===== src/rtl/fp_pkg.sv =====
// Shared types for the FP writeback path.
// Entry format, register count and arbiter pointer encoding.
package fp_pkg;

  localparam int FP_NREGS  = 32;
  localparam int FP_DATA_W = 32;

  typedef struct packed {
    logic [4:0]           rd;
    logic [FP_DATA_W-1:0] data;
  } fp_wb_t;

  typedef enum logic {
    RR_FPU = 1'b0,
    RR_LSU = 1'b1
  } rr_e;

endpackage


===== src/rtl/fp_wb_fifo.sv =====
// Small synchronous FIFO of writeback entries.
// Wrapping pointers plus a count register for full/empty.
module fp_wb_fifo
  import fp_pkg::*;
#(
  parameter int DEPTH = 2
) (
  input  logic   clk_i,
  input  logic   rst_ni,
  input  logic   push_i,
  input  logic   pop_i,
  input  fp_wb_t data_i,
  output logic   full_o,
  output logic   empty_o,
  output fp_wb_t head_o
);

  localparam int AW = (DEPTH > 1) ? $clog2(DEPTH) : 1;
  localparam logic [AW:0] FULL_CNT = (AW+1)'(DEPTH);

  logic [AW-1:0] wptr_q, wptr_d;
  logic [AW-1:0] rptr_q, rptr_d;
  logic [AW:0]   cnt_q, cnt_d;
  fp_wb_t        mem_q [DEPTH];
  logic          push_en;
  logic          pop_en;

  assign full_o  = (cnt_q == FULL_CNT);
  assign empty_o = (cnt_q == '0);
  assign push_en = push_i && !full_o;
  assign pop_en  = pop_i && !empty_o;
  assign head_o  = mem_q[rptr_q];

  // Next pointers and occupancy.
  always_comb begin
    wptr_d = wptr_q;
    rptr_d = rptr_q;
    cnt_d  = cnt_q;
    if (push_en) wptr_d = wptr_q + AW'(1);
    if (pop_en)  rptr_d = rptr_q + AW'(1);
    unique case ({push_en, pop_en})
      2'b10:   cnt_d = cnt_q + (AW+1)'(1);
      2'b01:   cnt_d = cnt_q - (AW+1)'(1);
      default: cnt_d = cnt_q;
    endcase
  end

  // Pointer and count state.
  always_ff @(posedge clk_i or negedge rst_ni) begin
    if (!rst_ni) begin
      wptr_q <= '0;
      rptr_q <= '0;
      cnt_q  <= '0;
    end else begin
      wptr_q <= wptr_d;
      rptr_q <= rptr_d;
      cnt_q  <= cnt_d;
    end
  end

  // Storage; contents are only meaningful below the count.
  always_ff @(posedge clk_i) begin
    if (push_en) mem_q[wptr_q] <= data_i;
  end

endmodule


===== src/rtl/fp_wb_arbiter.sv =====
// FP register-file writeback arbiter.
// Round-robin over FPU/LSU FIFOs plus pending-write scoreboard.
module fp_wb_arbiter
  import fp_pkg::*;
#(
  parameter int DATA_W     = FP_DATA_W,
  parameter int FIFO_DEPTH = 2
) (
  input  logic              clk_i,
  input  logic              rst_ni,
  input  logic              fpu_valid_i,
  output logic              fpu_ready_o,
  input  logic [4:0]        fpu_rd_i,
  input  logic [DATA_W-1:0] fpu_data_i,
  input  logic              lsu_valid_i,
  output logic              lsu_ready_o,
  input  logic [4:0]        lsu_rd_i,
  input  logic [DATA_W-1:0] lsu_data_i,
  input  logic              issue_valid_i,
  input  logic [4:0]        issue_frd_i,
  output logic [31:0]       busy_o,
  output logic              fregwrite_o,
  output logic [4:0]        frd_o,
  output logic [DATA_W-1:0] writeback_data_o
);

  fp_wb_t fpu_in, lsu_in;
  fp_wb_t fpu_head, lsu_head, sel;
  logic   fpu_full, fpu_empty;
  logic   lsu_full, lsu_empty;
  logic   fpu_push, lsu_push;
  logic   fpu_pop, lsu_pop, wb_pop;
  logic   both_v, fpu_only, lsu_only;
  rr_e    rr_q, rr_d;

  logic              fregwrite_q;
  logic [4:0]        frd_q;
  logic [DATA_W-1:0] wdata_q;
  logic [FP_NREGS-1:0] busy_q, busy_d;

  assign fpu_ready_o = !fpu_full;
  assign lsu_ready_o = !lsu_full;
  assign fpu_push    = fpu_valid_i && fpu_ready_o;
  assign lsu_push    = lsu_valid_i && lsu_ready_o;

  assign fpu_in.rd   = fpu_rd_i;
  assign fpu_in.data = fpu_data_i;
  assign lsu_in.rd   = lsu_rd_i;
  assign lsu_in.data = lsu_data_i;

  fp_wb_fifo #(
    .DEPTH(FIFO_DEPTH)
  ) u_fpu_fifo (
    .clk_i  (clk_i),
    .rst_ni (rst_ni),
    .push_i (fpu_push),
    .pop_i  (fpu_pop),
    .data_i (fpu_in),
    .full_o (fpu_full),
    .empty_o(fpu_empty),
    .head_o (fpu_head)
  );

  fp_wb_fifo #(
    .DEPTH(FIFO_DEPTH)
  ) u_lsu_fifo (
    .clk_i  (clk_i),
    .rst_ni (rst_ni),
    .push_i (lsu_push),
    .pop_i  (lsu_pop),
    .data_i (lsu_in),
    .full_o (lsu_full),
    .empty_o(lsu_empty),
    .head_o (lsu_head)
  );

  assign both_v   = !fpu_empty && !lsu_empty;
  assign fpu_only = !fpu_empty &&  lsu_empty;
  assign lsu_only =  fpu_empty && !lsu_empty;

  // Round-robin pointer register.
  always_ff @(posedge clk_i or negedge rst_ni) begin
    if (!rst_ni) rr_q <= RR_FPU;
    else         rr_q <= rr_d;
  end

  // Pointer only turns when both sources contend.
  always_comb begin
    rr_d = rr_q;
    if (both_v) rr_d = (rr_q == RR_FPU) ? RR_LSU : RR_FPU;
  end

  // Grant: pick at most one FIFO head per cycle.
  always_comb begin
    fpu_pop = 1'b0;
    lsu_pop = 1'b0;
    unique case (1'b1)
      both_v: begin
        if (rr_q == RR_FPU) fpu_pop = 1'b1;
        else                lsu_pop = 1'b1;
      end
      fpu_only: fpu_pop = 1'b1;
      lsu_only: lsu_pop = 1'b1;
      default: ;
    endcase
  end

  assign wb_pop = fpu_pop || lsu_pop;
  assign sel    = fpu_pop ? fpu_head : lsu_head;

  // Register-file write port; address/data hold when idle.
  always_ff @(posedge clk_i or negedge rst_ni) begin
    if (!rst_ni) begin
      fregwrite_q <= 1'b0;
      frd_q       <= '0;
      wdata_q     <= '0;
    end else begin
      fregwrite_q <= wb_pop;
      if (wb_pop) begin
        frd_q   <= sel.rd;
        wdata_q <= sel.data;
      end
    end
  end

  assign fregwrite_o      = fregwrite_q;
  assign frd_o            = frd_q;
  assign writeback_data_o = wdata_q;

  // Scoreboard update; a new issue overrides a retiring write.
  always_comb begin
    busy_d = busy_q;
    if (fregwrite_q)   busy_d[frd_q]       = 1'b0;
    if (issue_valid_i) busy_d[issue_frd_i] = 1'b1;
  end

  // Scoreboard state.
  always_ff @(posedge clk_i or negedge rst_ni) begin
    if (!rst_ni) busy_q <= '0;
    else         busy_q <= busy_d;
  end

  assign busy_o = busy_q;

endmodule


===== config.mk =====
export PLATFORM = sky130hd
export DESIGN_NAME = fp_wb_arbiter
export DESIGN_NICKNAME = d
export VERILOG_FILES = /design/src/rtl/fp_pkg.sv /design/src/rtl/fp_wb_fifo.sv /design/src/rtl/fp_wb_arbiter.sv
export SDC_FILE = /design/constraint.sdc
export NUM_CORES = 1
export LEC_CHECK = 0
export CORE_MARGIN = 3
export CORE_UTILIZATION = 40
export DETAILED_ROUTE_END_ITERATION = 7
export DONT_BUFFER_PORTS = 1
export GPL_TIMING_DRIVEN = 0
export PLACE_DENSITY_LB_ADDON = 0.05
export SLEW_MARGIN = 20
export SYNTH_ARGS = -nofsm -noshare
export SYNTH_HDL_FRONTEND = slang
export SYNTH_SLANG_ARGS = --single-unit

===== constraint.sdc =====
create_clock -name clk_i -period 4.62 [get_ports clk_i]
set_clock_uncertainty 0.1 [all_clocks]
set_input_delay 0.231 -clock clk_i [delete_from_list [all_inputs] [get_ports clk_i]]
set_output_delay 0.231 -clock clk_i [all_outputs]
set_load 0.02 [all_outputs]

# Yosys cells after proc, flatten, opt, wreduce, memory -nomap -nowiden
# Memory sizes are Yosys's and may differ from the RTL's.
# Index checks and enable logic that the tools add are counted.
# Widths: inputs -> output; s select.
# word_totals
reg_bits	79
wordCells	71
out_inout_bits	72
n_memories	2
mem_bits_rw	148
inputBits	84
# classes
add_sub_neg	8
magnitude_cmp	4
muxes	17
bitwise	3
n_reduce_logical	20
eq_ne	6
# memory_table
memory	depth	word_bits	rd	rd_ports_with_merged_regs	write_ports	line	rtl
u_fpu_fifo.mem_q	2	37	1	0	1	fp_wb_fifo.sv:24	fp_wb_t mem_q [DEPTH];
u_lsu_fifo.mem_q	2	37	1	0	1	fp_wb_fifo.sv:24	
# op_table
cell	count
$mux 32	2
$mux 37	1
$and 32x32->32	1
$not 32->32	1
$or 32x32->32	1
$lt 5x6->1 const B	2
$logic_and 1x1->1	11
$demux 1 s5	2
$ge 5x1->1 const B	2
$eq 2x2->1 const B	4
$mux 1	8
$pmux 2 s2	2
$add 1x1->1 const B	4
$add 2x1->2 const B	2
$eq 2x1->1 const B	2
$logic_not 1->1	4
$logic_not 2->1	2
$pmux 1 s2	2
$reduce_bool 2->1	2
$sub 2x1->2 const B	2
$logic_or 1x1->1	1

# Logic depth before layout (Yosys ltp)
# Gate-level depths: netlist of run 1.
# depth
ltp_word	9
ltp_mapped	11
mapped_depth_nobuf	7

# Hierarchy
# Synthesis of run 1 repeated with hierarchy kept, for this count alone.
# unflattened
cells_unflattened	522
area_unflattened_um2	9275.1
# by_module_without_submodules
mod	cells_each	seq_area_each_um2	instances	area_each_um2
fp_wb_fifo	133	2322.2	2	2949.1
fp_wb_arbiter	256	1776.7	1	3377.0

# Least setup slack after synthesis of run 1
# Ideal clock, no wire load.
# synth_path
kind	register to register
from	register u_lsu_fifo.cnt_q[0]
to	memory u_lsu_fifo.mem_q[0][0] in the netlist's numbering (enable)
synth_period_minus_slack_ns	3.123
path_buffers	2
path_slack_ns	1.497
arrival_time_ns	2.591
path_stages_with_launch	6
required_time_ns	4.089
setup_time_ns	0.431
path_cell_list	dfrtp_1 -> buf_2 -> buf_2 -> nand2b_1 -> nand2_1 -> nor2_1
# synth_via
elab_chain_cells	6
# synth_rtl
item	line	rtl
start, declared	fp_wb_fifo.sv:23	logic [AW:0] cnt_q, cnt_d;
start signal, assigned	fp_wb_fifo.sv:57	cnt_q <= cnt_d;
$eq 2x2->1 (*)	fp_wb_fifo.sv:28	assign full_o = (cnt_q == FULL_CNT);
$logic_not 1->1 (*)	fp_wb_arbiter.sv:42	assign lsu_ready_o = !lsu_full;
via lsu_ready_o	fp_wb_arbiter.sv:16	output logic lsu_ready_o,
$logic_and 1x1->1	fp_wb_arbiter.sv:44	assign lsu_push = lsu_valid_i && lsu_ready_o;
$logic_and 1x1->1 (*)	fp_wb_fifo.sv:30	assign push_en = push_i && !full_o;
$mux 1 (*)	fp_wb_fifo.sv:63	if (push_en) mem_q[wptr_q] <= data_i;
$mux 1 (not written as such) (*)	fp_wb_fifo.sv:63	
end, declared	fp_wb_fifo.sv:24	
# The timed path passes the listed nets; every way through them passes the cells marked *.

# Worst setup path after layout of run 1
# layout_path
from	register u_lsu_fifo.cnt_q[0]
to	memory u_lsu_fifo.mem_q[0][19] in the netlist's numbering (enable)
# The elaborated chain is that of the path after synthesis.

==> results of run 1 <==
==> how the worst min path moves through the flow <==
stage	from	end	cells past startpoint
after floorplan	rst_ni	busy_o[0]	0
after global placement	rst_ni	busy_o[11]	0
after detailed placement	rst_ni	busy_o[16]	0
after CTS	issue_frd_i[1]	busy_o[27]	2
after global routing	issue_valid_i	busy_o[29]	2
final	issue_valid_i	busy_o[29]	2
==> timing repair <==
action,4_1_cts,5_1_grt
setup buffers,0,0
hold endpoints to repair,261,0
hold buffers,83,0
endpoints found under the setup margin,0,0
==> critical path, delay by kind of cell (launching register included) <==
| family | cells | cell delay, ps |
|---|---|---|
| and+or+nand+nor | 3 | 1190 |
| buffers and inverters | 3 | 660 |
| DFF | 1 | 320 |
==> cells in the mapped netlist (all sizes together) <==
cell    instances  area [µm²]
a211oi         37         318
a21oi           1        16.3
a221oi         37         387
and3            2        12.5
buf            27         196
clkbuf         13        48.8
dfrtp          79        1980
edfxtp        148        4440
ha              2        25.0
inv             1        3.75
mux2           37         417
mux2i          37         370
nand2           5        18.8
nand2b          2        12.5
nand3           4        20.0
nand3b         10        75.1
nor2           44         165
nor3b          37         278
o21ai          65         329
or2             2        12.5
or3             2        12.5
or3b            7        61.3
xnor2           8        70.1
xor2            3        26.3
==> layout make-up <==
cell class	instances	area, µm²
Tap cell	285	357
Antenna cell	1	2.50
Inverter	1	3.75
Fill cell	1958	11200
Clock buffer	33	676
Buffer	40	245
Sequential cell	227	6420
Timing Repair Buffer	88	978
Clock inverter	13	189
Multi-Input combinational cell	342	2640
==> kinds of logic (layout without fill, tap and decap cells) <==
kind of cell / Yosys count / after routing / synth area share (%)
xor gates and xnor gates: 11 / 11 / 1.04
buffers and inverters: 41 / 175 / 2.68
other: 0 / 1 / 0
DFF: 227 / 227 / 69.1
adders and majority gates: 2 / 2 / 0.269
AOI/OAI and AO/OA: 140 / 140 / 11.3
and+or+nand+nor: 115 / 115 / 7.19
muxes: 74 / 74 / 8.47
==> metal layers <==
metal | up-vias | part of all wire (%) | wire length, µm
met5 | - | 0 | 0
met4 | 0 | 3.0 | 695
met3 | 45 | 8.5 | 2000
met2 | 211 | 49 | 11500
met1 | 2849 | 40 | 9340
li1 | 2601 | - | -
==> state kept, by name (all words and copies together) (netlist names) <==
register,count
writeback_data_o,32
u_lsu_fifo.wptr_q,1
u_lsu_fifo.rptr_q,1
busy_o,32
u_fpu_fifo.mem_q,74
frd_o,5
fregwrite_o,1
u_lsu_fifo.cnt_q,2
u_fpu_fifo.rptr_q,1
u_lsu_fifo.mem_q,74
u_fpu_fifo.cnt_q,2
rr_q,1
u_fpu_fifo.wptr_q,1
==> through the flow <==
| step | setup WS, ps | hold slack [ps] | util [%] |
|---|---|---|---|
| after floorplan | 1500 | -165 | - |
| after global placement | -42.5 | -162 | 42.5 |
| after detailed placement | 2030 | -163 | 43.2 |
| after CTS | 1990 | 59.1 | 50.7 |
| after global routing | 1890 | 78.3 | 50.7 |
| final | 2020 | 39.2 | 50.7 |
==> layout by cell type (no fill, tap or decap), types with 25 or more instances in the layout <==
cell type / instances
sky130_fd_sc_hd__dfrtp_1: 79
sky130_fd_sc_hd__a221oi_1: 27
sky130_fd_sc_hd__nor2_1: 42
sky130_fd_sc_hd__o21ai_0: 64
sky130_fd_sc_hd__edfxtp_1: 148
sky130_fd_sc_hd__mux2i_1: 37
sky130_fd_sc_hd__nor3b_1: 37
sky130_fd_sc_hd__a211oi_1: 29
sky130_fd_sc_hd__clkbuf_16: 25
sky130_fd_sc_hd__dlygate4sd3_1: 82
sky130_fd_sc_hd__mux2_2: 37
==> power by group <==
group | total (W) | internal (W) | leakage [nW] | switching [W]
Sequential | 0.00369 | 0.00290 | 2.29 | 0.000797
Combinational | 0.00288 | 0.00118 | 1.39 | 0.00170
Clock | 0.00208 | 0.00130 | 0.423 | 0.000773
==> results.md, run 1 <==
- The flow ran to the end, and the final reports show no timing, DRC or antenna violations.
- CTS built an H-tree with a depth of 1.
- The worst path uses 56.2% of the clock period.
- After clock tree synthesis, the clock-pin slew on the worst setup and hold paths is 60 ps.
- The layer carrying the most global-route usage is met2.
- For this design the top-level I/O count stands at 156.
- Data arrives at the worst endpoint at 2710 ps.
- The die is 158 µm wide.
- Setup violations remaining at the end of the flow were counted as 0.
- The synthesized instance count is 610.
- The first-pass GRT wire length is 34.9 mm.
- The number of pins exceeding their max-slew limit in the final report is 0.
- The setup path with the least slack is of type register to register.
- The number of vias per cell after detailed routing is 5.54.
- STA classifies the critical path endpoint as a register.
- Measured in cells, the most critical reg-to-reg path has a length of 6.
- The slowest stage cell on the critical path is sky130_fd_sc_hd__nor2_4.
- The required arrival time at the worst endpoint is 4740 ps.
- The critical path ends at u_lsu_fifo.mem_q[0][19].
- The initial antenna violation count is 1.
- The total cell area at the placement stage is 9800 µm².
- The total CTS buffers is 25.
- Subtracting the final worst setup slack from the clock period gives 2600 ps.
- The capture point of the worst reg-to-reg path is u_lsu_fifo.mem_q[0][19].
- The routed layout has 5706 vias.
- The launching point of the worst reg2reg path is u_lsu_fifo.cnt_q[0].
- The share of cells above drive strength 1 is 18.5%.
- In the global route stage, met1 resource usage came out at 23.0%.
- The number of warnings issued by yosys is 0.
- The post-detailed-routing wire length is 23.5 mm.
- The post-placement cell count is 900.
- The growth of design area from synthesis to finish is 23.9%.
- In this run the power density over the cells is 752 nW/µm².
- The highest cell delay on the worst timing path is 590 ps.
- The finished layout holds 1030 standard cells, fillers aside.
- TritonCTS built the clock tree.
- Dividing the detail-routed wire length by the instance count gives 22.8 µm.
- The number of nets in the synthesized netlist is 696.
- The worst register-to-register path has a setup slack of 2020 ps.
- The distinct cell type count after synthesis is 31.
- Tracing the worst setup path back leads to its startpoint at u_lsu_fifo.cnt_q[0].
- The congestion estimate from routability-driven global placement came to 0.838.
- The worst pin sits at a relative slew slack of 53.1%.
- The clock reaches the later pin of the worst-skew pair after 520 ps.
- The finished cells cover 11500 µm².
- For this design the static power due to leakage is 4.10 nW.
- For met3 alone, demand over resource in global routing was 4.73%.
- The average instance in the mapped netlist occupies 15.2 µm².
- In the final timing run, aggregate negative setup slack is 0 ps.
- The final hold violation count is 0.
- The overall power after layout is 0.00865 W.
- The tree is rooted in a sky130_fd_sc_hd__clkbuf_16.
- After detailed routing, the number of remaining DRC violations is 0.
- For this configuration, the core starts out at a cell density of 40.9%.
- The number of core rows is 55.
- The cell repeated most along the worst path is sky130_fd_sc_hd__buf_2.
- The number of port buffers is 0.
- Traced cell by cell, the critical path runs through buf_2 > buf_2 > nand2b_1 > nand2_1 > nor2_4 > buf_16.
- The first TritonRoute pass finished after 5 iterations.
- The largest net degree at the start of global routing is 80.
- The maximum clock frequency is 385 MHz.
- At the pin with the least slew margin, the transition time is 702 ps.
- Global routing used 18.3% of the available tracks across all layers.
- The peak supply drop is 0.324 mV.
- CTS saw 227 sinks.
- The global-route congestion overflow total is 0.
- After floorplanning, the core was sized to cover 22700 µm².
- The final layout contains 811 nets.
- Of the synthesized area, sequential elements account for 69.1%.
- In this run, post-CTS repair resized a total of 0 instances.
- Setup repair after global routing left no endpoint under its margin.
- The path class of the tightest hold or removal check is primary input to register.
- The worst setup path is launched from a register.
- Counting along the longest clock path gives a buffer depth of 3.
- The violation count after the first detailed-routing iteration is 351.
- The final antenna-violating net count is 0.
- The flip-flop and latch count after synthesis is 227.
- Of all nets on the critical path, the largest fanout is 19.
- The floorplan step set the die height to 158 µm.
- The via count of the first global-routing pass is 6074.
- The routing usage on met2 is 31.0%.
- The floorplan die area is 25100 µm².
- The sum of net half-perimeters after detailed placement is 15.1 mm.
- The number of violations of the max-capacitance limit is 0.
- After synthesis the cells add up to 9300 µm².
Note: power is estimated with default switching activity, not from simulation.
==> run 2: changes to the inputs <==
--- a/config.mk
+++ b/config.mk
@@ -5,6 +5,7 @@
 export SDC_FILE = /design/constraint.sdc
 export NUM_CORES = 1
 export LEC_CHECK = 0
+export ABC_AREA = 1
 export CORE_MARGIN = 3
 export CORE_UTILIZATION = 40
 export DETAILED_ROUTE_END_ITERATION = 7
==> constraint.sdc (replaced) <==
create_clock -name clk_i -period 2.6 [get_ports clk_i]
set_clock_uncertainty 0.1 [all_clocks]
set_input_delay 0.13 -clock clk_i [delete_from_list [all_inputs] [get_ports clk_i]]
set_output_delay 0.13 -clock clk_i [all_outputs]
set_load 0.02 [all_outputs]
==> run 2 against run 1 <==
Compared with the run above: non-clock buffer count is 4 lower; cell count is 16% higher; register-to-register slack worse by 1700 ps; synthesized cell count is 27% higher; area after synthesis is 2.6% lower; largest cell class unchanged; critical path depth is 1 lower; critical endpoint is now u_lsu_fifo.mem_q[0][16]; setup slack worse by 1700 ps; critical path type unchanged; power is 73% higher; clock power is 86% higher; sequential cell count stayed put; maximum frequency is 15% higher; design area is 1.2% lower.
==> results.md, run 2 <==
- The sum of net half-perimeters after detailed placement came to 14.9 mm (-1.7%).
- The cell area after synthesis is 9050 µm² (-2.6%).
- The fill cell instance count of the final layout was 1951 (-0.36%).
- Traced cell by cell, the critical path runs through inv_1 > or2_1 > nand2_1 > nor2_4 > buf_16.
- The initial core utilization is 41.1% (+0.16 points).
- Among all cell types in the netlist, the one instantiated most often is sky130_fd_sc_hd__nand2_1.
- The clock latency reported for the late side of the worst-skew pair is 520 ps (about the same).
- The final sum of negative setup slack is 0 ps (unchanged).
- The leading area contributor after synthesis is sky130_fd_sc_hd__edfxtp_1.
- The start point of the critical path is u_lsu_fifo.cnt_q[1].
- The cell family contributing the most delay on the critical path is simple AND/OR/NAND/NOR gates.
- The commonest cells after synthesis are sky130_fd_sc_hd__nand2_1, sky130_fd_sc_hd__edfxtp_1, sky130_fd_sc_hd__o21ai_0.
- The leading cell type in the layout, fill and taps excluded is sky130_fd_sc_hd__nand2_1.
- The post-layout net count is 984 (+21%).
- The actual transition at the worst max-transition pin is 681 ps (-21.6 ps).
- The synthesized instance count is 776 (+27%).
- The launching point of the worst reg2reg path is u_lsu_fifo.cnt_q[1].
- The total cell area at the placement stage is 9530 µm² (-2.7%).
- The length of the first detailed-routing pass in iterations is 5 (unchanged).
- The post-placement cell count came to 1060 (+18%).
- The total number of vias is 6048 (+6.0%).
- The violation count after the first detailed-routing iteration is 393 (+12%).
- The final antenna-violating net count came to 0 (unchanged).
- The global placement routability congestion was 0.837 (about the same).
- The net count of the mapped netlist came to 862 (+24%).
- The total number of clock tree sinks is 227 (unchanged).
- The global-route congestion overflow total is 0 (unchanged).
- The number of core rows is 54 (-1.8%).
- The first-pass GRT wire length is 34.7 mm (-0.34%).
- The total leakage power is 4.59 nW (+12%).
- The peak supply drop came to 0.654 mV (+100%).
- The final design area excluding fillers is 11400 µm² (-1.2%).
- The largest fanout on the critical path is 20 (+1).
- Setup repair after global routing left no endpoint under its margin.
- The post-detailed-route wirelength per cell is 18.5 µm (-19%).
- The total CTS buffers was 26 (+4.0%).
- The number of placed I/O pins came to 156 (unchanged).
- The portion of synthesized cell area occupied by the leading cell type was 49.1% (+1.3 points).
- The initial antenna violation count is 0 (-1).
- The worst setup path endpoint is u_lsu_fifo.mem_q[0][16].
- The DRC violations left was 0 (unchanged).
- The number of violations of the max-capacitance limit is 0 (unchanged).
- The type of the most critical hold path is primary input to register.
- The critical path endpoint category is a register.
- The final hold violation count is 0 (unchanged).
- The distinct cell type count after synthesis came to 26 (-16%).
- The number of warnings issued by yosys was 0 (unchanged).
- The flip-flop and latch count after synthesis is 227 (unchanged).
- The core box area was 22000 µm² (-3.0%).
- The floorplan die area is 24500 µm² (-2.5%).
- The post-route minimum period is 2260 ps (-335 ps).
- The highest cell delay on the worst timing path is 580 ps (about the same).
- The reg-to-reg setup timing slack is 340 ps (-1690 ps).
- The number of port buffers is 0 (unchanged).
- The final cell count without fillers is 1198 (+16%).
- The required arrival time at the worst endpoint was 2710 ps (-2030 ps).
- STA classifies the critical path startpoint as a register.
- The largest net degree at the start of global routing is 80 (unchanged).
- The flow ran to the end, and the final reports show no timing, DRC or antenna violations.
- The data arrival at the endpoint of the critical path is 2380 ps (-330 ps).
- The number of stages on the worst hold path is 3 (+1).
- The clock tree from TritonCTS is done.
- The H-tree depth is 1 (unchanged).
- In the layout the commonest cells are sky130_fd_sc_hd__nand2_1, sky130_fd_sc_hd__edfxtp_1, sky130_fd_sc_hd__dlygate4sd3_1.
- The register area share after synthesis came to 70.9% (+1.9 points).
- The number of diodes is 0 (-1).
- The number of buffer and inverter instances along the worst setup path was 2 (-1).
- The die span in x is 156 µm (-1.3%).
- The count of final setup violators is 0 (unchanged).
- The per-instance average area after synthesis is 11.7 µm² (-23%).
- The number of pins exceeding their max-slew limit in the final report is 0 (unchanged).
- The fraction of synthesis flops using an asynchronous set or reset pin is 34.8% (unchanged).
- The clock tree buffer depth came to 3 (unchanged).
- The worst register-to-register path ends at u_lsu_fifo.mem_q[0][16].
- The number of buffers inserted to repair setup after CTS was 0 (unchanged).
- The total routing usage reported by global routing is 18.1% (-0.17 points).
- The post-detailed-routing wire length was 22.2 mm (-5.7%).
- The critical path depth in cells is 5 (-1).
- The via count of the first global-routing pass came to 6385 (+5.1%).
- The power density relative to cell area is 1310 nW/µm² (+75%).
- The portion of the clock cycle consumed by the worst path in the final layout is 87.0% (+31 points).
- In the final layout, the registers with the most flip-flops are u_fpu_fifo.mem_q (74), u_lsu_fifo.mem_q (74).
- The worst setup path is of the register to register kind.
- The maximum clock frequency is 442 MHz (+15%).
- The remaining max-slew budget at the tightest pin is 54.5% (+1.4 points).
- Clock tree synthesis selected as its root buffer the cell sky130_fd_sc_hd__clkbuf_16.
- The number of enable flip-flop cells after synthesis is 148 (unchanged).
- The die extent in y is 156 µm (-1.3%).
- The prevailing post-synth register cell is sky130_fd_sc_hd__edfxtp_1.
- For this design, the slowest cell found on the critical path is sky130_fd_sc_hd__nor2_4.
- The number of vias per cell after detailed routing is 5.05 (-8.9%).
- The worst reg2reg path depth is 5 (-1).
- The share of cells above drive strength 1 is 11.3% (-7.2 points).
- The register clock-pin slew on the reported worst setup and hold paths was 60 ps (about the same).
- Relative to the synthesized area, the layout overhead comes to 25.7%.
- By area the synthesized netlist is led by sky130_fd_sc_hd__edfxtp_1, sky130_fd_sc_hd__dfrtp_1, sky130_fd_sc_hd__nand2_1.
[run 2: changes by cell type in the layout (fill, tap and decap cells not counted), sizes merged, moves of 37 or more]
cell / before / now
inv: 2 / 63
o21ai: 65 / 104
mux2: 37 / 0
a221oi: 37 / 0
nand2: 5 / 197
mux2i: 37 / 0
a211oi: 37 / 0
nor3b: 37 / 0
[run 2: repair_timing]
action	CTS	global route
hold buffers	90	0
endpoints found under the setup margin	0	0
resized for setup	0	0
endpoints found under the hold margin	263	0
[run 2: worst reg2reg max path, stage by stage, from the launching register on]
cell and delay [ps]:
sky130_fd_sc_hd__dfrtp_1 400, sky130_fd_sc_hd__inv_1 80, sky130_fd_sc_hd__or2_1 300, sky130_fd_sc_hd__nand2_1 240, sky130_fd_sc_hd__nor2_4 580, sky130_fd_sc_hd__buf_16 250
[run 2: logic make-up after synthesis]
group / after synthesis / share of synthesized area (%)
flip-flops: 227 / 70.9
buffers and inverters: 93 / 5.11
AO/OA/AOI/OAI: 143 / 9.72
adder cells (fa/ha/maj): 2 / 0.276
XOR/XNOR: 7 / 0.677
AND/OR/NAND/NOR: 304 / 13.3
[run 2: per-stage QoR]
step           worst slack, ps  hold WS [ps]  power (W)  util, %
2_1_floorplan              238          -266    0.00949        -
3_3_place_gp              -577          -263     0.0108     42.7
3_5_place_dp               298          -264     0.0111     43.3
4_1_cts                    293          4.36     0.0152     51.6
5_1_grt                    162          19.6     0.0160     51.6
6_report                   338          21.9     0.0150     51.6
[run 2: final cells by class]
class / count / area, µm² / area share, %
well taps: 280 / 350 / 3.08
clock buffers: 38 / 747 / 6.57
repair buffers: 94 / 1020 / 8.98
inverters: 63 / 236 / 2.08
flip-flops and latches: 227 / 6420 / 56.5
clock inverters: 10 / 175 / 1.54
multi-input cells: 456 / 2200 / 19.3
plain buffers: 30 / 226 / 1.99
[run 2: worst min path at each step]
stage / end / slack [ps] / startpoint
global route: busy_o[25] / 20 / issue_frd_i[1]
global placement: writeback_data_o[1] / -260 / rst_ni
detailed placement: writeback_data_o[1] / -260 / rst_ni
CTS: busy_o[17] / 4 / issue_frd_i[1]
floorplan: busy_o[0] / -270 / rst_ni
finish: busy_o[17] / 20 / issue_frd_i[1]
[run 2: power by group]
part	switching [W]	internal, W	leakage (nW)	total (W)
clock	0.00139	0.00248	0.454	0.00387
sequential	0.00135	0.00514	2.28	0.00649
combinational	0.00297	0.00162	1.85	0.00459
[run 2: routing by layer]
metal,wire length (µm),share of wire (%),up-vias,track usage (%)
met1,9210,42,2918,23.0
met2,10900,49,207,31.2
li1,-,-,2888,-
met4,386,1.7,0,4.59
met5,0,0,-,0
met3,1660,7.5,35,4.54
==> run 3: changes to the inputs <==
--- a/config.mk
+++ b/config.mk
@@ -15,4 +15,5 @@
 export SLEW_MARGIN = 20
 export SYNTH_ARGS = -nofsm -noshare
 export SYNTH_HDL_FRONTEND = slang
+export SYNTH_HIERARCHICAL = 1
 export SYNTH_SLANG_ARGS = --single-unit
==> run 3 against run 2 <==
Compared with the run above: critical path depth is 9 higher; register-to-register slack worse by 50 ps; count of clock-buffer cells in the layout is 1 lower; clock power is 8.0% lower; cell count is 17% higher; maximum frequency is 2.2% lower; area after synthesis is 4.8% higher; first-iteration DRC count is 2.8% higher; design area is 3.2% higher; critical endpoint is now u_lsu_fifo/cnt_q[1]; largest cell class unchanged; largest power group unchanged; highest routed layer unchanged.
==> results.md, run 3 <==
- The run finished with clean final reports.
- Following the worst setup path forward leads to its endpoint at u_lsu_fifo/cnt_q[1].
- The actual transition at the worst max-transition pin was 699 ps (+18.4 ps).
- The net count of the mapped netlist was 1036 (+20%).
- The worst register-to-register path ends at u_lsu_fifo/cnt_q[1].
- By area the synthesized netlist is led by sky130_fd_sc_hd__edfxtp_1, sky130_fd_sc_hd__dfrtp_1, sky130_fd_sc_hd__nand2_1.
- The post-detailed-routing wire length was 23.0 mm (+3.7%).
- The critical path depth in cells was 14 (+9).
- The final antenna-violating net count was 0 (unchanged).
- The initial antenna violation count came to 0 (unchanged).
- The initial core utilization is 41.3% (+0.17 points).
- The cell area after synthesis is 9480 µm² (+4.8%).
- The total number of vias is 6490 (+7.3%).
- The total leakage power is 5.29 nW (+15%).
- For this run, the leading register cell type out of synthesis is sky130_fd_sc_hd__edfxtp_1.
- The register clock-pin slew on the reported worst setup and hold paths was 60 ps (about the same).
- The floorplan die area came to 25600 µm² (+4.6%).
- The DRC violations left was 0 (unchanged).
- The die span in x is 160 µm (+2.3%).
- The register area share after synthesis was 67.7% (-3.2 points).
- The number of buffers inserted to repair setup after CTS is 0 (unchanged).
- The share of cells above drive strength 1 came to 8.44% (-2.9 points).
- The post-layout net count is 1157 (+18%).
- The global-route congestion overflow total is 0 (unchanged).
- Leaving out fill and tap cells, the most frequent cells in the layout are sky130_fd_sc_hd__nand2_1, sky130_fd_sc_hd__edfxtp_1, sky130_fd_sc_hd__inv_1.
- The via count of the first global-routing pass was 6396 (+0.17%).
- The final sum of negative setup slack was 0 ps (unchanged).
- The largest fanout on the critical path is 10 (-50%).
- The sum of net half-perimeters after detailed placement is 15.9 mm (+6.8%).
- The fill cell instance count of the final layout is 2153 (+10%).
- The final cell count without fillers was 1403 (+17%).
- The type of the most critical hold path is primary input to asynchronous set/reset pin.
- The H-tree depth is 1 (unchanged).
- The number of pins exceeding their max-slew limit in the final report was 0 (unchanged).
- The flip-flop and latch count after synthesis is 227 (unchanged).
- The violation count after the first detailed-routing iteration is 404 (+2.8%).
- The largest total area in the synthesized netlist belongs to sky130_fd_sc_hd__edfxtp_1.
- The number of enable flip-flop cells after synthesis is 148 (unchanged).
- The worst setup path is launched from a register.
- The total routing usage reported by global routing came to 17.8% (-0.32 points).
- The cell class contributing the biggest share of worst-path delay is buffers and inverters.
- The number of core rows was 55 (+1.9%).
- The signal on the critical path passes through inv_1 > nand2_1 > inv_1 > inv_2 > buf_4 > buf_2 > o21ai_1 > nand2_1 > inv_1 > ha_1 > inv_1 > nand3_1 > nand2_1 > nand2_1.
- The post-route minimum period is 2310 ps (+50.9 ps).
- The commonest cells after synthesis are sky130_fd_sc_hd__nand2_1, sky130_fd_sc_hd__edfxtp_1, sky130_fd_sc_hd__inv_1.
- The maximum clock frequency is 432 MHz (-2.2%).
- The worst register-to-register path begins at u_fpu_fifo/cnt_q[1].
- The growth of design area from synthesis to finish is 23.7%.
- The synthesized instance count was 950 (+22%).
- Setup repair after global routing left no endpoint under its margin.
- The data arrival at the endpoint of the critical path came to 2620 ps (+240 ps).
- The length of the first detailed-routing pass in iterations is 4 (-1).
- The portion of synthesized cell area occupied by the leading cell type is 46.9% (-2.2 points).
- The worst reg2reg path depth is 14 (+9).
- The fraction of synthesis flops using an asynchronous set or reset pin came to 34.8% (unchanged).
- The highest cell delay on the worst timing path is 380 ps (-200 ps).
- The number of violations of the max-capacitance limit was 0 (unchanged).
- Tracing the worst setup path back leads to its startpoint at u_fpu_fifo/cnt_q[1].
- The portion of the clock cycle consumed by the worst path in the final layout is 88.9% (+2.0 points).
- The required arrival time at the worst endpoint is 2900 ps (+190 ps).
- The share of the synthesized area in compound gates (AO/OA/AOI/OAI) is 1.90% (-7.8 points).
- The number of warnings issued by yosys came to 6 (+6).
- The per-instance average area after synthesis is 9.98 µm² (-14%).
- The post-placement cell count is 1267 (+20%).
- The global placement routability congestion was 0.769 (-8.2%).
- The number of placed I/O pins is 156 (unchanged).
- The largest registers in the layout are u_fpu_fifo/mem_q (74), u_lsu_fifo/mem_q (74).
- The area fraction in and, or, nand and nor cells after synthesis is 22.7% (+9.5 points).
- The number of vias per cell after detailed routing is 4.63 (-8.4%).
- The total CTS buffers is 25 (-3.8%).
- The power density relative to cell area is 1290 nW/µm² (-2.0%).
- The final hold violation count is 0 (unchanged).
- The clock latency reported for the late side of the worst-skew pair is 520 ps (about the same).
- The number of buffer and inverter instances along the worst setup path is 7 (+5).
- The clock tree buffer depth is 3 (unchanged).
- The die extent in y is 160 µm (+2.3%).
- The slowest stage cell on the critical path is sky130_fd_sc_hd__dfrtp_1.
- The worst slack at placement came to 197 ps (-100 ps).
- The largest net degree at the start of global routing is 80 (unchanged).
- The peak supply drop is 0.588 mV (-10%).
- The remaining max-slew budget at the tightest pin is 53.2% (-1.3 points).
- The core box area is 23000 µm² (+4.4%).
- The post-detailed-route wirelength per cell is 16.4 µm (-11%).
- The most frequent cell after synthesis is sky130_fd_sc_hd__nand2_1.
- The count of final setup violators is 0 (unchanged).
- The worst setup path is of the register to register kind.
- The number of port buffers is 0 (unchanged).
- The combinational family with the most area after synthesis is simple AND/OR/NAND/NOR gates.
- The clock tree from TritonCTS is done.
- The distinct cell type count after synthesis is 19 (-27%).
- The fraction of the mapped netlist area in adder cells is 0.264% (-0.013 points).
- The clock root buffer is sky130_fd_sc_hd__clkbuf_16.
- The critical path endpoint category is a register.
- The total number of clock tree sinks came to 227 (unchanged).
- The synthesized-area fraction occupied by xor and xnor cells is 0.185% (-0.49 points).
- The setup slack after layout is 287 ps (-50.9 ps).
- The multiplexer area fraction after synthesis is 0% (unchanged).
- The number of diodes was 0 (unchanged).
- The overall power after layout came to 0.0151 W (+1.1%).
- The leading cell type in the layout, fill and taps excluded is sky130_fd_sc_hd__nand2_1.
- The first-pass GRT wire length is 35.7 mm (+2.9%).
- The reg-to-reg setup timing slack is 290 ps (-50 ps).
-- run 3: per-stage QoR --
step,area [µm²],hold WS (ps),util [%]
detailed placement,9970,-263,43.4
CTS,11700,104,51.1
global placement,9880,-264,43.0
global route,11700,134,51.1
finish,11700,80.0,51.1
floorplan,9490,-266,-
-- run 3: final cells by class --
class | count | area, µm² | area share [%]
Sequential cell | 227 | 6420 | 54.7
Buffer | 35 | 267 | 2.27
Multi-Input combinational cell | 577 | 2390 | 20.4
Timing Repair Buffer | 94 | 998 | 8.51
Clock buffer | 37 | 742 | 6.32
Inverter | 111 | 417 | 3.55
Tap cell | 313 | 392 | 3.34
Clock inverter | 9 | 103 | 0.874
-- run 3: logic make-up after synthesis --
family                   Yosys count
flip-flops                       227
AND/OR/NAND/NOR                  537
buffers and inverters            146
adder cells (fa/ha/maj)            2
XOR/XNOR                           2
AO/OA/AOI/OAI                     36
-- run 3: per-layer routing --
metal | part of all wire, % | up-vias | global-route usage (%)
li1 | - | 3278 | -
met1 | 41 | 3026 | 22.0
met2 | 50 | 147 | 30.8
met3 | 6.3 | 39 | 4.95
met4 | 2.7 | 0 | 4.81
met5 | 0 | - | 0
-- run 3: power by group --
group	total [W]	internal [W]	switching, W
sequential	0.00658	0.00518	0.00140
clock	0.00356	0.00217	0.00139
combinational	0.00497	0.00171	0.00326
-- run 3: worst min-delay path by stage --
stage,startpoint,end,slack [ps],cells after the start
2_1_floorplan,rst_ni,busy_o[0],-270,0
3_3_place_gp,rst_ni,busy_o[9],-260,0
3_5_place_dp,rst_ni,busy_o[10],-260,0
4_1_cts,rst_ni,u_fpu_fifo/cnt_q[0],100,2
5_1_grt,rst_ni,u_fpu_fifo/wptr_q,130,2
6_report,rst_ni,u_fpu_fifo/wptr_q,80,2
-- run 3: timing repair --
action	4_1_cts	5_1_grt
resized for setup	0	1
hold buffers	90	0
hold endpoints to repair	268	0
setup endpoints to repair	0	1
-- run 3: worst register-to-register path: stages (launching register included) --
cell and delay (ps):
sky130_fd_sc_hd__dfrtp_1 380, sky130_fd_sc_hd__inv_1 130, sky130_fd_sc_hd__nand2_1 140, sky130_fd_sc_hd__inv_1 160, sky130_fd_sc_hd__inv_2 80, sky130_fd_sc_hd__buf_4 170, sky130_fd_sc_hd__buf_2 200, sky130_fd_sc_hd__o21ai_1 200
sky130_fd_sc_hd__nand2_1 90, sky130_fd_sc_hd__inv_1 60, sky130_fd_sc_hd__ha_1 240, sky130_fd_sc_hd__inv_1 80, sky130_fd_sc_hd__nand3_1 70, sky130_fd_sc_hd__nand2_1 60, sky130_fd_sc_hd__nand2_1 40
